**config.mk**
```make
export PLATFORM = sky130hd
export DESIGN_NAME = fbcpu_memory_flat
export DESIGN_NICKNAME = d
export VERILOG_FILES = /design/src/rtl/fbcpu_memory_if.sv /design/src/rtl/fbcpu_memory.sv /design/src/flat_wrapper.sv
export SDC_FILE = /design/constraint.sdc
export NUM_CORES = 1
export LEC_CHECK = 0
export CAP_MARGIN = 15
export CELL_PAD_IN_SITES_DETAIL_PLACEMENT = 0
export CELL_PAD_IN_SITES_GLOBAL_PLACEMENT = 1
export CORE_MARGIN = 2
export CORE_UTILIZATION = 54
export DETAILED_ROUTE_END_ITERATION = 12
export GPL_TIMING_DRIVEN = 0
export PLACE_DENSITY_LB_ADDON = 0.1
export SYNTH_ARGS = -nofsm -noshare
export SYNTH_HDL_FRONTEND = slang
export SYNTH_SLANG_ARGS = --single-unit
```
**constraint.sdc**
```tcl
create_clock -name clk -period 4.1 [get_ports clk]
set_clock_uncertainty 0.2 [all_clocks]
set_input_delay 1.025 -clock clk [delete_from_list [all_inputs] [get_ports clk]]
set_output_delay 1.025 -clock clk [all_outputs]
set_load 0.03 [all_outputs]
```
**src/rtl/fbcpu_memory_if.sv**
```systemverilog
// rtl/fbcpu_memory_if.sv - FB-CPU memory bus, loader stream and output-port signals
interface fbcpu_memory_if #(
  parameter int ADDRESS_WIDTH = 6,
  parameter int DATA_WIDTH    = 10
);
  logic [ADDRESS_WIDTH-1:0] MAR;
  logic                     RAMWr;
  logic [DATA_WIDTH-1:0]    MDRIn;
  logic [DATA_WIDTH-1:0]    MDROut;
  logic                     ld_start;
  logic [ADDRESS_WIDTH:0]   ld_len;
  logic                     ld_valid;
  logic [DATA_WIDTH-1:0]    ld_data;
  logic                     ld_ready;
  logic                     ld_done;
  logic                     cpu_hold;
  logic [DATA_WIDTH-1:0]    out_data;
  logic                     out_valid;

  modport master (
    output MAR, RAMWr, MDRIn, ld_start, ld_len, ld_valid, ld_data,
    input  MDROut, ld_ready, ld_done, cpu_hold, out_data, out_valid
  );

  modport slave (
    input  MAR, RAMWr, MDRIn, ld_start, ld_len, ld_valid, ld_data,
    output MDROut, ld_ready, ld_done, cpu_hold, out_data, out_valid
  );
endinterface

```
**src/rtl/fbcpu_memory.sv**
```systemverilog
// rtl/fbcpu_memory.sv - 64x10 FB-CPU program/data memory with clear-on-reset and streamed loader
// Optional output port at address DEPTH-1 is enabled by defining FBMEM_OUTPORT_EN.
module fbcpu_memory #(
  parameter int ADDRESS_WIDTH = 6,
  parameter int DATA_WIDTH    = 10,
  parameter int DEPTH         = 1 << ADDRESS_WIDTH
) (
  input logic             clk,
  input logic             rst,
  fbcpu_memory_if.slave   bus
);
  typedef enum logic [1:0] {CLEAR, SERVE, LOAD} state_t;

  localparam logic [ADDRESS_WIDTH-1:0] LAST_ADDR = ADDRESS_WIDTH'(DEPTH - 1);
  localparam logic [ADDRESS_WIDTH:0]   DEPTH_LEN = (ADDRESS_WIDTH + 1)'(DEPTH);

  logic [DATA_WIDTH-1:0]    mem [DEPTH];
  state_t                   state_q, state_d;
  logic [ADDRESS_WIDTH-1:0] ptr_q, ptr_d;
  logic [ADDRESS_WIDTH:0]   cnt_q, cnt_d;
  logic [ADDRESS_WIDTH:0]   len_eff;
  logic [DATA_WIDTH-1:0]    mdr_q, mdr_d;
  logic                     done_q, done_d;
  logic                     ready_q;
  logic                     hold_q;
  logic                     we;
  logic [ADDRESS_WIDTH-1:0] waddr;
  logic [DATA_WIDTH-1:0]    wdata;

  always_comb begin
    state_d = state_q;
    ptr_d   = ptr_q;
    cnt_d   = cnt_q;
    done_d  = 1'b0;
    we      = 1'b0;
    waddr   = bus.MAR;
    wdata   = bus.MDRIn;
    len_eff = (bus.ld_len > DEPTH_LEN) ? DEPTH_LEN : bus.ld_len;
    case (state_q)
      CLEAR: begin
        we    = 1'b1;
        waddr = ptr_q;
        wdata = '0;
        ptr_d = ptr_q + ADDRESS_WIDTH'(1);
        if (ptr_q == LAST_ADDR) state_d = SERVE;
      end
      SERVE: begin
        we = bus.RAMWr;
        if (bus.ld_start) begin
          if (len_eff == '0) begin
            done_d = 1'b1;
          end else begin
            state_d = LOAD;
            ptr_d   = '0;
            cnt_d   = len_eff;
          end
        end
      end
      LOAD: begin
        if (bus.ld_valid && ready_q) begin
          we    = 1'b1;
          waddr = ptr_q;
          wdata = bus.ld_data;
          if (ptr_q != LAST_ADDR) ptr_d = ptr_q + ADDRESS_WIDTH'(1);
          cnt_d = cnt_q - (ADDRESS_WIDTH + 1)'(1);
          if (cnt_q == (ADDRESS_WIDTH + 1)'(1)) begin
            state_d = SERVE;
            done_d  = 1'b1;
          end
        end
      end
      default: state_d = CLEAR;
    endcase
    // Read-first: the array read sees the word before this cycle's write lands.
    mdr_d = (state_q == SERVE && state_d == SERVE) ? mem[bus.MAR] : '0;
  end

  always_ff @(posedge clk) begin
    if (rst) begin
      state_q <= CLEAR;
      ptr_q   <= '0;
      cnt_q   <= '0;
      mdr_q   <= '0;
      done_q  <= 1'b0;
      ready_q <= 1'b0;
      hold_q  <= 1'b1;
    end else begin
      state_q <= state_d;
      ptr_q   <= ptr_d;
      cnt_q   <= cnt_d;
      mdr_q   <= mdr_d;
      done_q  <= done_d;
      ready_q <= (state_d == LOAD);
      hold_q  <= (state_d != SERVE);
    end
  end

  always_ff @(posedge clk) begin
    if (!rst && we) mem[waddr] <= wdata;
  end

  assign bus.MDROut   = mdr_q;
  assign bus.ld_ready = ready_q;
  assign bus.ld_done  = done_q;
  assign bus.cpu_hold = hold_q;

`ifdef FBMEM_OUTPORT_EN
  logic [DATA_WIDTH-1:0] out_data_q;
  logic                  out_valid_q;
  logic                  port_wr;

  assign port_wr = (state_q == SERVE) && bus.RAMWr && (bus.MAR == LAST_ADDR);

  always_ff @(posedge clk) begin
    if (rst) begin
      out_data_q  <= '0;
      out_valid_q <= 1'b0;
    end else begin
      out_valid_q <= port_wr;
      if (port_wr) out_data_q <= bus.MDRIn;
    end
  end

  assign bus.out_data  = out_data_q;
  assign bus.out_valid = out_valid_q;
`else
  assign bus.out_data  = '0;
  assign bus.out_valid = 1'b0;
`endif
endmodule

```
**src/flat_wrapper.sv**
```systemverilog
// flat-port wrapper written by rule: the top's interface ports become plain ports
module fbcpu_memory_flat 
#(
  parameter int ADDRESS_WIDTH = 6,
  parameter int DATA_WIDTH    = 10,
  parameter int DEPTH         = 1 << ADDRESS_WIDTH
)
  (clk, rst, bus_MAR, bus_RAMWr, bus_MDRIn, bus_ld_start, bus_ld_len, bus_ld_valid, bus_ld_data, bus_MDROut, bus_ld_ready, bus_ld_done, bus_cpu_hold, bus_out_data, bus_out_valid);
  fbcpu_memory_if #(.ADDRESS_WIDTH(ADDRESS_WIDTH), .DATA_WIDTH(DATA_WIDTH)) bus_i ();
  input logic clk;
  input logic rst;
  input wire logic [$bits(bus_i.MAR)-1:0] bus_MAR;
  input wire logic [$bits(bus_i.RAMWr)-1:0] bus_RAMWr;
  input wire logic [$bits(bus_i.MDRIn)-1:0] bus_MDRIn;
  input wire logic [$bits(bus_i.ld_start)-1:0] bus_ld_start;
  input wire logic [$bits(bus_i.ld_len)-1:0] bus_ld_len;
  input wire logic [$bits(bus_i.ld_valid)-1:0] bus_ld_valid;
  input wire logic [$bits(bus_i.ld_data)-1:0] bus_ld_data;
  output wire logic [$bits(bus_i.MDROut)-1:0] bus_MDROut;
  output wire logic [$bits(bus_i.ld_ready)-1:0] bus_ld_ready;
  output wire logic [$bits(bus_i.ld_done)-1:0] bus_ld_done;
  output wire logic [$bits(bus_i.cpu_hold)-1:0] bus_cpu_hold;
  output wire logic [$bits(bus_i.out_data)-1:0] bus_out_data;
  output wire logic [$bits(bus_i.out_valid)-1:0] bus_out_valid;
  assign bus_i.MAR = bus_MAR;
  assign bus_i.RAMWr = bus_RAMWr;
  assign bus_i.MDRIn = bus_MDRIn;
  assign bus_i.ld_start = bus_ld_start;
  assign bus_i.ld_len = bus_ld_len;
  assign bus_i.ld_valid = bus_ld_valid;
  assign bus_i.ld_data = bus_ld_data;
  assign bus_MDROut = bus_i.MDROut;
  assign bus_ld_ready = bus_i.ld_ready;
  assign bus_ld_done = bus_i.ld_done;
  assign bus_cpu_hold = bus_i.cpu_hold;
  assign bus_out_data = bus_i.out_data;
  assign bus_out_valid = bus_i.out_valid;
  fbcpu_memory #(.ADDRESS_WIDTH(ADDRESS_WIDTH), .DATA_WIDTH(DATA_WIDTH), .DEPTH(DEPTH)) u_core (.clk(clk), .rst(rst), .bus(bus_i));
endmodule
```
After elaboration in Yosys (flattened, before gate mapping)
Memories as Yosys holds them, arrays and structs flattened. A register that Yosys moved wholly into a read port is not among the register bits.
Cells that the tools add are included.

cells by class
  add/subtract/negate cells = 2
  magnitude comparators = 1
  equal/unequal tests = 12
  multiplexer cells = 29
  bitwise operators = 1
  reduce and logical (&&, ||, !) cells = 11

operator list
  cell                                                                      number
  6-bit 2-to-1 mux                                                          5
  7-bit 2-to-1 mux                                                          4
  10-bit one-hot mux with 2 select lines                                    1
  6-bit one-hot mux with 3 select lines                                     1
  7-bit one-hot mux with 2 select lines                                     1
  6-bit one-hot mux with 2 select lines                                     1
  10-bit 2-to-1 mux                                                         1
  2-bit 2-to-1 mux                                                          5
  7-bit by 1-bit == test with 1-bit output (second input constant)          1
  7-bit greater-than comparator (second input constant)                     1
  7-bit zero test                                                           1
  1-bit 2-to-1 mux                                                          7
  7-bit by 1-bit subtractor with 7-bit output (second input constant)       1
  6-bit by 1-bit adder with 6-bit output (second input constant)            1
  6-bit == test (second input constant)                                     1
  2-bit by 1-bit inequality test with 1-bit output (second input constant)  3
  6-bit inequality test (second input constant)                             1
  2-bit one-hot mux with 3 select lines                                     1
  5-bit AND reduction                                                       1
  2-bit by 1-bit == test with 1-bit output (second input constant)          2
  2-bit == test (second input constant)                                     2
  2-bit inequality test (second input constant)                             2
  4-bit AND reduction                                                       1
  1-bit logical AND                                                         3
  other kinds (8)                                                           8

word-level totals
  bits in registers = 18
  memory bits (writable) = 640
  output and inout port bits = 24
  word-level logic and storage cells = 63
  memories kept = 1

memories
  memory      words  width  read ports  clocked after memory_dff  wr ports  line                text
  u_core.mem  64     10     1           1                         1         fbcpu_memory.sv:17  logic [DATA_WIDTH-1:0] mem [DEPTH];

Logic depth before layout (Yosys ltp)
Gate-level depths: netlist of the first run.

  depth after elaboration = 10
  gate-level depth with buffers = 9
  mapped depth without buffers = 7

Least setup slack after synthesis of the first run
OpenSTA, ideal clock, no wires.

  path kind = input -> register
  start point = in bus_ld_valid
  end point = mem u_core.mem[46][0], enable pin
  data arrival time = 2,771 ps
  data required time = 3,510 ps
  slack = 739 ps
  stages on the path = 6
  buffers on the path = 1
  path through = a31o_2 buf_2 a32o_1 nor4_1 nand2_1 nor3_1

between the ends
  cells in the longest elaborated chain, start to end = 6

RTL lines
  element                                 line                text
  start: declaration                      flat_wrapper.sv:17  input wire logic [$bits(bus_i.ld_valid)-1:0] bus_ld_valid;
  1-bit logical AND (*)                   fbcpu_memory.sv:60  if (bus.ld_valid && ready_q) begin
  1-bit 2-to-1 mux                        fbcpu_memory.sv:60
  1-bit one-hot mux with 3 select lines   fbcpu_memory.sv:39  case (state_q)
  1-bit logical AND                       fbcpu_memory.sv:99  if (!rst && we) mem[waddr] <= wdata;
  1-bit 2-to-1 mux                        fbcpu_memory.sv:99
  1-bit 2-to-1 mux (implied by the code)  fbcpu_memory.sv:99
  end: declaration                        fbcpu_memory.sv:17

Mark *: on every way between the ends. The rest lies on a longest branch, timed or not.

Final worst setup path of the first run
  start point = in bus_ld_valid
  end point = mem u_core.mem[48][4], enable pin

The elaborated chain is that of the path after synthesis.

==> results of run 1 <==
-- power groups by stage --
stage          logic, uW  clock network (uW)  registers, uW
6_report             616                5830           7390
5_1_grt              650                6190           7390
4_1_cts              614                5920           7390
3_5_place_dp         611                   0           7540
3_3_place_gp         607                   0           7540
2_1_floorplan        398                   0           7530
-- stage by stage --
step           cells  setup WS, ps  instance area, um^2  hold slack (ps)
6_report        2295         -4.08                30500              338
5_1_grt         2295          -211                30500              374
4_1_cts         2293         -88.5                30400              334
3_5_place_dp    2173          -750                28300              326
3_3_place_gp    2161         -1010                28000              308
2_1_floorplan   1450           739                26700              286
-- area by class of cell --
type                    instances  area [um^2]  area share [%]
clock inverters                27          186           0.612
repair buffers                 61          721            2.36
plain buffers                  91          668            2.19
inverters                      12         45.0           0.148
clock buffers                  93         1900            6.23
multi-input cells             679         6350            20.8
flip-flops and latches        668        19800            64.9
well taps                     664          831            2.73
-- what timing repair did --
action                                 CTS  global route
gates cloned                             0             0
hold buffers                             0             0
endpoints found under the hold margin    0             0
setup endpoints to repair              100           370
gates resized for setup                  7            29
setup buffers                            0             0
-- sequential cells by signal, summed over array words and instances, names as in the netlist --
| name | cells |
|---|---|
| u_core.bus.MDROut | 10 |
| u_core.bus.cpu_hold | 1 |
| u_core.bus.ld_done | 1 |
| u_core.bus.ld_ready | 1 |
| u_core.cnt_q | 7 |
| u_core.mem | 640 |
| u_core.ptr_q | 6 |
| u_core.state_q | 2 |
-- how the worst max path moves through the flow --
stage,startpoint,end,slack (ps),cells after the start
after global routing,bus_ld_valid,u_core.mem[49][4]$_DFFE_PP_,-210,6
after CTS,bus_ld_valid,u_core.mem[0][2]$_DFFE_PP_,-90,6
after detailed placement,bus_ld_valid,u_core.mem[9][6]$_DFFE_PP_,-750,6
final,bus_ld_valid,u_core.mem[48][4]$_DFFE_PP_,-4,6
after global placement,bus_ld_valid,u_core.mem[7][7]$_DFFE_PP_,-1010,5
after floorplan,bus_ld_valid,u_core.mem[46][0]$_DFFE_PP_,740,6
-- cell families after synthesis --
kind of cell / count (synthesis) / share of synthesized area (%)
and+or+nand+nor: 220 / 4.16
DFF: 668 / 74.1
other: 1 / 0.0141
buffers and inverters: 103 / 2.67
muxes: 240 / 12.9
adders and majority gates: 7 / 0.328
AOI/OAI and AO/OA: 201 / 5.86
-- worst max-delay path, delay by kind of cell --
family,cells,cell delay (ps)
AND/OR/NAND/NOR,2,1630
buffers and inverters,2,720
AO/OA/AOI/OAI,2,730
-- routing by layer --
metal  global-route usage [%]  up-vias
li1                         -     6163
met1                     36.1     7233
met2                     38.9      506
met3                     4.56       85
met4                     7.68        4
met5                        0        -
-- layout by cell type, fill, tap and decap left out, drive strengths merged, types with 20 or more instances in the layout --
cell type	Yosys	final
clkinv	0	20
clkbuf	33	128
nand2	26	26
a22o	21	21
nand3	51	51
nor2	77	77
dfxtp	28	28
clkdlybuf4s50	0	47
a21oi	20	20
edfxtp	640	640
buf	56	68
mux2i	160	160
a22oi	101	101
mux4	80	80
==> impl_metrics.toml, run 1 <==
[run_status]
status = "finished with violations"
violations = "negative setup slack"

[yosys]
synthCells = 1440
ys_top_cells_by_area = "edfxtp_1 (72%), mux4_2 (6.2%), mux2i_1 (6.0%)"
syn_avg_cell_area_um2 = 18.5
netlist_top_cells_count = "edfxtp_1 (640), mux2i_1 (160), a22oi_1 (101), nor2_1 (77), mux4_2 (73)"
synth_top_area_share_pct = 72.0
synth_edf_count = 640
post-synth-top-area-cell = "edfxtp_1"
async_reset_ff_share_pct = 0
synth_flop_cell = "edfxtp_1"
ys_warn_count = 0
yosysMostFrequentCell = "edfxtp_1"
yosysUniqueCellTypes = 60
syn_area_um2 = 26700
ys_seq_elements = 668
seq_area_frac_synth_pct = 74.1

[power]
seqPwrFrac_pct = 53.4
p_leak_uw = 0.0104
internal_power_uw = 11000
p_sw_share_pct = 20.4
p_clk_share_pct = 42.1
ir_worst_vdd_uv = 267
combPwrFrac_pct = 4.5
p_sw_uw = 2830
power_uw = 13800
powerDensity_nw_per_um2 = 454

[worst_setup_path]
rr_startpoint = "u_core.state_q[1]$_SDFF_PP0_"
critPathMaxStageDelay_ps = 820
r2r_slack_ps = 300
start_kind = "primary input"
cp_max_fo = 10
reg2reg_to = "u_core.mem[48][4]$_DFFE_PP_"
required_ps = 4110
cp-end-kind = "flip-flop"
crit_type = "in -> reg"
r2r_cells = 7
cp_slowest_cell = "nor2_2"
worstPathCellList = "clkdlybuf4s50_1 -> a31o_2 -> buf_2 -> a32oi_2 -> nand3_1 -> nor2_2"
arrival_ps = 4120

[cts]
cts_sinks = 668
numCtsBuffers = 67
clock_path_buffers = 3
htreeDepth = 3
cts-root-buf = "clkbuf_16"
clkTransAtPathRegs_ps = 60
cts_tree = "done"
clock_latency_ps = 600

[routing]
met1Wirelength_um = 26700
wl_met2_um = 29200
routedWlPerCell_um = 26.8
drt-vias-per-instance = 6.10
wl_um = 61600
highest_layer = "met5"
ant_nets = 0
wl_met3_um = 4320
first_pass_iters = 6
num_vias = 14000
initialDrtViolationCount = 1581
drc_errors = 0

[sta]
rsz0062_at_grt = "true"
drv_slew = 0
post-route-period-util_pct = 100
setup_viol_count_final = 1
finalSetupTns_ps = -4.08
hold_viol = 0
tightestPinTransition_ps = 1080
max_freq_mhz = 244
relSlewSlack_pct = 27.4
setup_ws_ps = -4.08
final.min_clock_period_ps = 4100

[floorplanning]
die_h_um = 226
start_util_pct = 54.6
coreArea_um2 = 48800
boundaryPins = 62
die-area_um2 = 51200
rows = 81
die_w_um = 226

[global_routing]
first_global_vias = 13700
grt_overflow = 0
antenna_found_initial = 4
grt_start_max_net_pins = 49
grt_usage_pct = 24.9
grt_pass1_wl_um = 90700

[final_layout]
syn2layout_area_growth_pct = 14.2
drive_gt1_share_pct = 18.5
layout.nets = 1625
fillers = 3559
fin_util_pct = 62.4
n_antenna_cell = 0

[place]
dp_hpwl_um = 40000
gp_congestion = 0.835
numPortBuffers = 47

[worst_hold_path]
hold_class = "reg -> reg"
hp-start = "u_core.ptr_q[1]$_SDFFE_PP0P_"
min_path_cells = 2
min_to = "u_core.ptr_q[1]$_SDFFE_PP0P_"

[job]
maxCapViolCount = 0
Power figures use the tool's default switching activity.
==> run 2, diff against run 1 <==
--- a/config.mk
+++ b/config.mk
@@ -13,6 +13,8 @@
 export DETAILED_ROUTE_END_ITERATION = 12
 export GPL_TIMING_DRIVEN = 0
 export PLACE_DENSITY_LB_ADDON = 0.1
+export RECOVER_POWER = 50
+export SLEW_MARGIN = 20
 export SYNTH_ARGS = -nofsm -noshare
 export SYNTH_HDL_FRONTEND = slang
 export SYNTH_SLANG_ARGS = --single-unit
==> run 2 against run 1 <==
Compared with the run above:
- the flow still finishes with violations (negative setup slack)
- largest cell class unchanged
- total power down 1.2%
- clock power down 3%
- sequential power is essentially flat
- global-route usage shrank 0.18 points
- combinational power hardly changed
- worst setup slack lost 22 ps
- critical endpoint is now u_core.mem[56][0]$_DFFE_PP_
- worst hold slack lost 5.5 ps
- non-clock buffer count down 11
- first-iteration DRC count fell by 7.2%
- utilization decreased by 0.59 points
- sequential cell count stayed put
==> impl_metrics.toml, run 2 (synthesized netlist as in run 1, its figures left out) <==
[sta]
max_freq_mhz = 242
tightestPinTransition_ps = 1430
hold_viol = 0
rsz0062_at_grt = "true"
setup_ws_ps = -26.4
post-route-period-util_pct = 101
final.min_clock_period_ps = 4130
relSlewSlack_pct = 4.44
setup_viol_count_final = 40
drv_slew = 0

[final_layout]
fin_util_pct = 61.8
layout.nets = 1615
drive_gt1_share_pct = 17.6
top_register = "u_core.mem"
fillers = 3600
stdcell_count = 2284
finalInstanceArea_um2 = 30200
largest_reg_flops = 640
syn2layout_area_growth_pct = 13.1
final_cell_mix = "edfxtp_1 (640), mux2i_1 (160), a22oi_1 (101), mux4_2 (73), clkbuf_16 (70)"
final_common_cell = "edfxtp_1"

[floorplanning]
rows = 81
die-area_um2 = 51200
die_w_um = 226
coreArea_um2 = 48800
boundaryPins = 62
die_h_um = 226
start_util_pct = 54.6

[worst_setup_path]
crit_type = "in -> reg"
cp-end-kind = "flip-flop"
required_ps = 4130
reg2reg_to = "u_core.mem[56][0]$_DFFE_PP_"
rr_startpoint = "u_core.state_q[0]$_SDFF_PP0_"
r2r_cells = 7
cp_slowest_cell = "nand3_1"
worstPathCellList = "clkdlybuf4s50_1 -> a31o_2 -> buf_2 -> a32oi_2 -> nand3_1 -> nor2_2"
cp_max_fo = 10
arrival_ps = 4160
r2r_slack_ps = 270
critPathMaxStageDelay_ps = 840
start_kind = "primary input"

[global_routing]
antenna_found_initial = 3
grt_overflow = 0
first_global_vias = 13700
grt_start_max_net_pins = 65
grt_pass1_wl_um = 90000
grt_usage_pct = 24.7

[cts]
hold_buffers = 0
clock_latency_ps = 610
clock_path_buffers = 3
cts-root-buf = "clkbuf_16"
cts_tree = "done"
cts_sinks = 668
cts_setup_buffers = 0
htreeDepth = 3
numCtsBuffers = 68
clkTransAtPathRegs_ps = 60

[worst_hold_path]
hold_class = "reg -> reg"
hp-start = "u_core.ptr_q[1]$_SDFFE_PP0P_"
min_path_cells = 2
min_to = "u_core.ptr_q[1]$_SDFFE_PP0P_"

[routing]
num_vias = 13900
first_pass_iters = 6
drc_errors = 0
initialDrtViolationCount = 1467
routedWlPerCell_um = 26.7
wl_um = 61100
ant_nets = 0
drt-vias-per-instance = 6.08

[place]
gp_congestion = 0.835
dp_slack_ps = -782
dp_cells = 2164
place_area_um2 = 28200
numPortBuffers = 47
dp_hpwl_um = 38300

[power]
p_leak_uw = 0.0103
powerDensity_nw_per_um2 = 453
ir_worst_vdd_uv = 312

[run_status]
violations = "negative setup slack"
status = "finished with violations"

[job]
maxCapViolCount = 0
## run 2: cell count changes in the layout (fill, tap and decap cells not counted), sizes merged
| cell | previous run | this run |
|---|---|---|
| clkinvlp | 4 | 1 |
| bufinv | 2 | 0 |
| clkdlybuf4s50 | 47 | 33 |
| clkinv | 20 | 23 |
| clkbuf | 128 | 123 |
| buf | 68 | 58 |
| diode | 0 | 3 |
| dlygate4sd3 | 0 | 14 |
| inv | 13 | 16 |
## run 2: per-stage QoR
step / hold slack, ps / total power, uW / setup TNS, ps
after floorplan: 286 / 7930 / 0
after global placement: 308 / 8140 / -819230
after detailed placement: 326 / 8150 / -273390
after CTS: 335 / 13800 / -5020
after global routing: 388 / 14000 / -11080
final: 332 / 13700 / -529
## run 2: power breakdown
part / switching, uW / internal, uW
Clock: 2480 / 3190
Combinational: 358 / 256
Sequential: 7.50 / 7380
Total: 2850 / 10800
## run 2: worst max path at each step
stage                       startpoint                           to  slack [ps]  cells past startpoint
final                     bus_ld_valid  u_core.mem[56][0]$_DFFE_PP_         -30                      6
after global routing      bus_ld_valid  u_core.mem[49][4]$_DFFE_PP_        -130                      6
after CTS                 bus_ld_valid  u_core.mem[49][4]$_DFFE_PP_         -80                      6
after detailed placement  bus_ld_valid   u_core.mem[9][6]$_DFFE_PP_        -780                      6
after global placement    bus_ld_valid   u_core.mem[7][7]$_DFFE_PP_       -1010                      5
after floorplan           bus_ld_valid  u_core.mem[46][0]$_DFFE_PP_         740                      6
## run 2: area by class of cell
cell class	instances	area [um^2]	share of cell area [%]
Inverter	12	45.0	0.149
Timing Repair Buffer	50	504	1.67
Buffer	91	667	2.21
Clock inverter	28	159	0.526
Tap cell	664	831	2.75
Clock buffer	89	1850	6.14
Antenna cell	3	7.51	0.0249
Multi-Input combinational cell	679	6340	21.0
Sequential cell	668	19800	65.5
## run 2: worst max-delay path: cells and delay by family
kind	cells	cell delay, ps
simple gates	2	1670
buf+inv	2	720
compound gates	2	720
## run 2: per-layer routing
layer | up-vias | share of wire [%] | track usage [%]
li1 | 6148 | - | -
met1 | 7182 | 43 | 35.8
met2 | 471 | 48 | 38.5
met3 | 89 | 6.4 | 4.68
met4 | 4 | 2.4 | 7.75
met5 | - | 0.033 | 0
## run 2: repair_timing
action | CTS | global route
setup endpoints to repair | 100 | 318
resized for setup | 2 | 35
pin swaps | 0 | 0
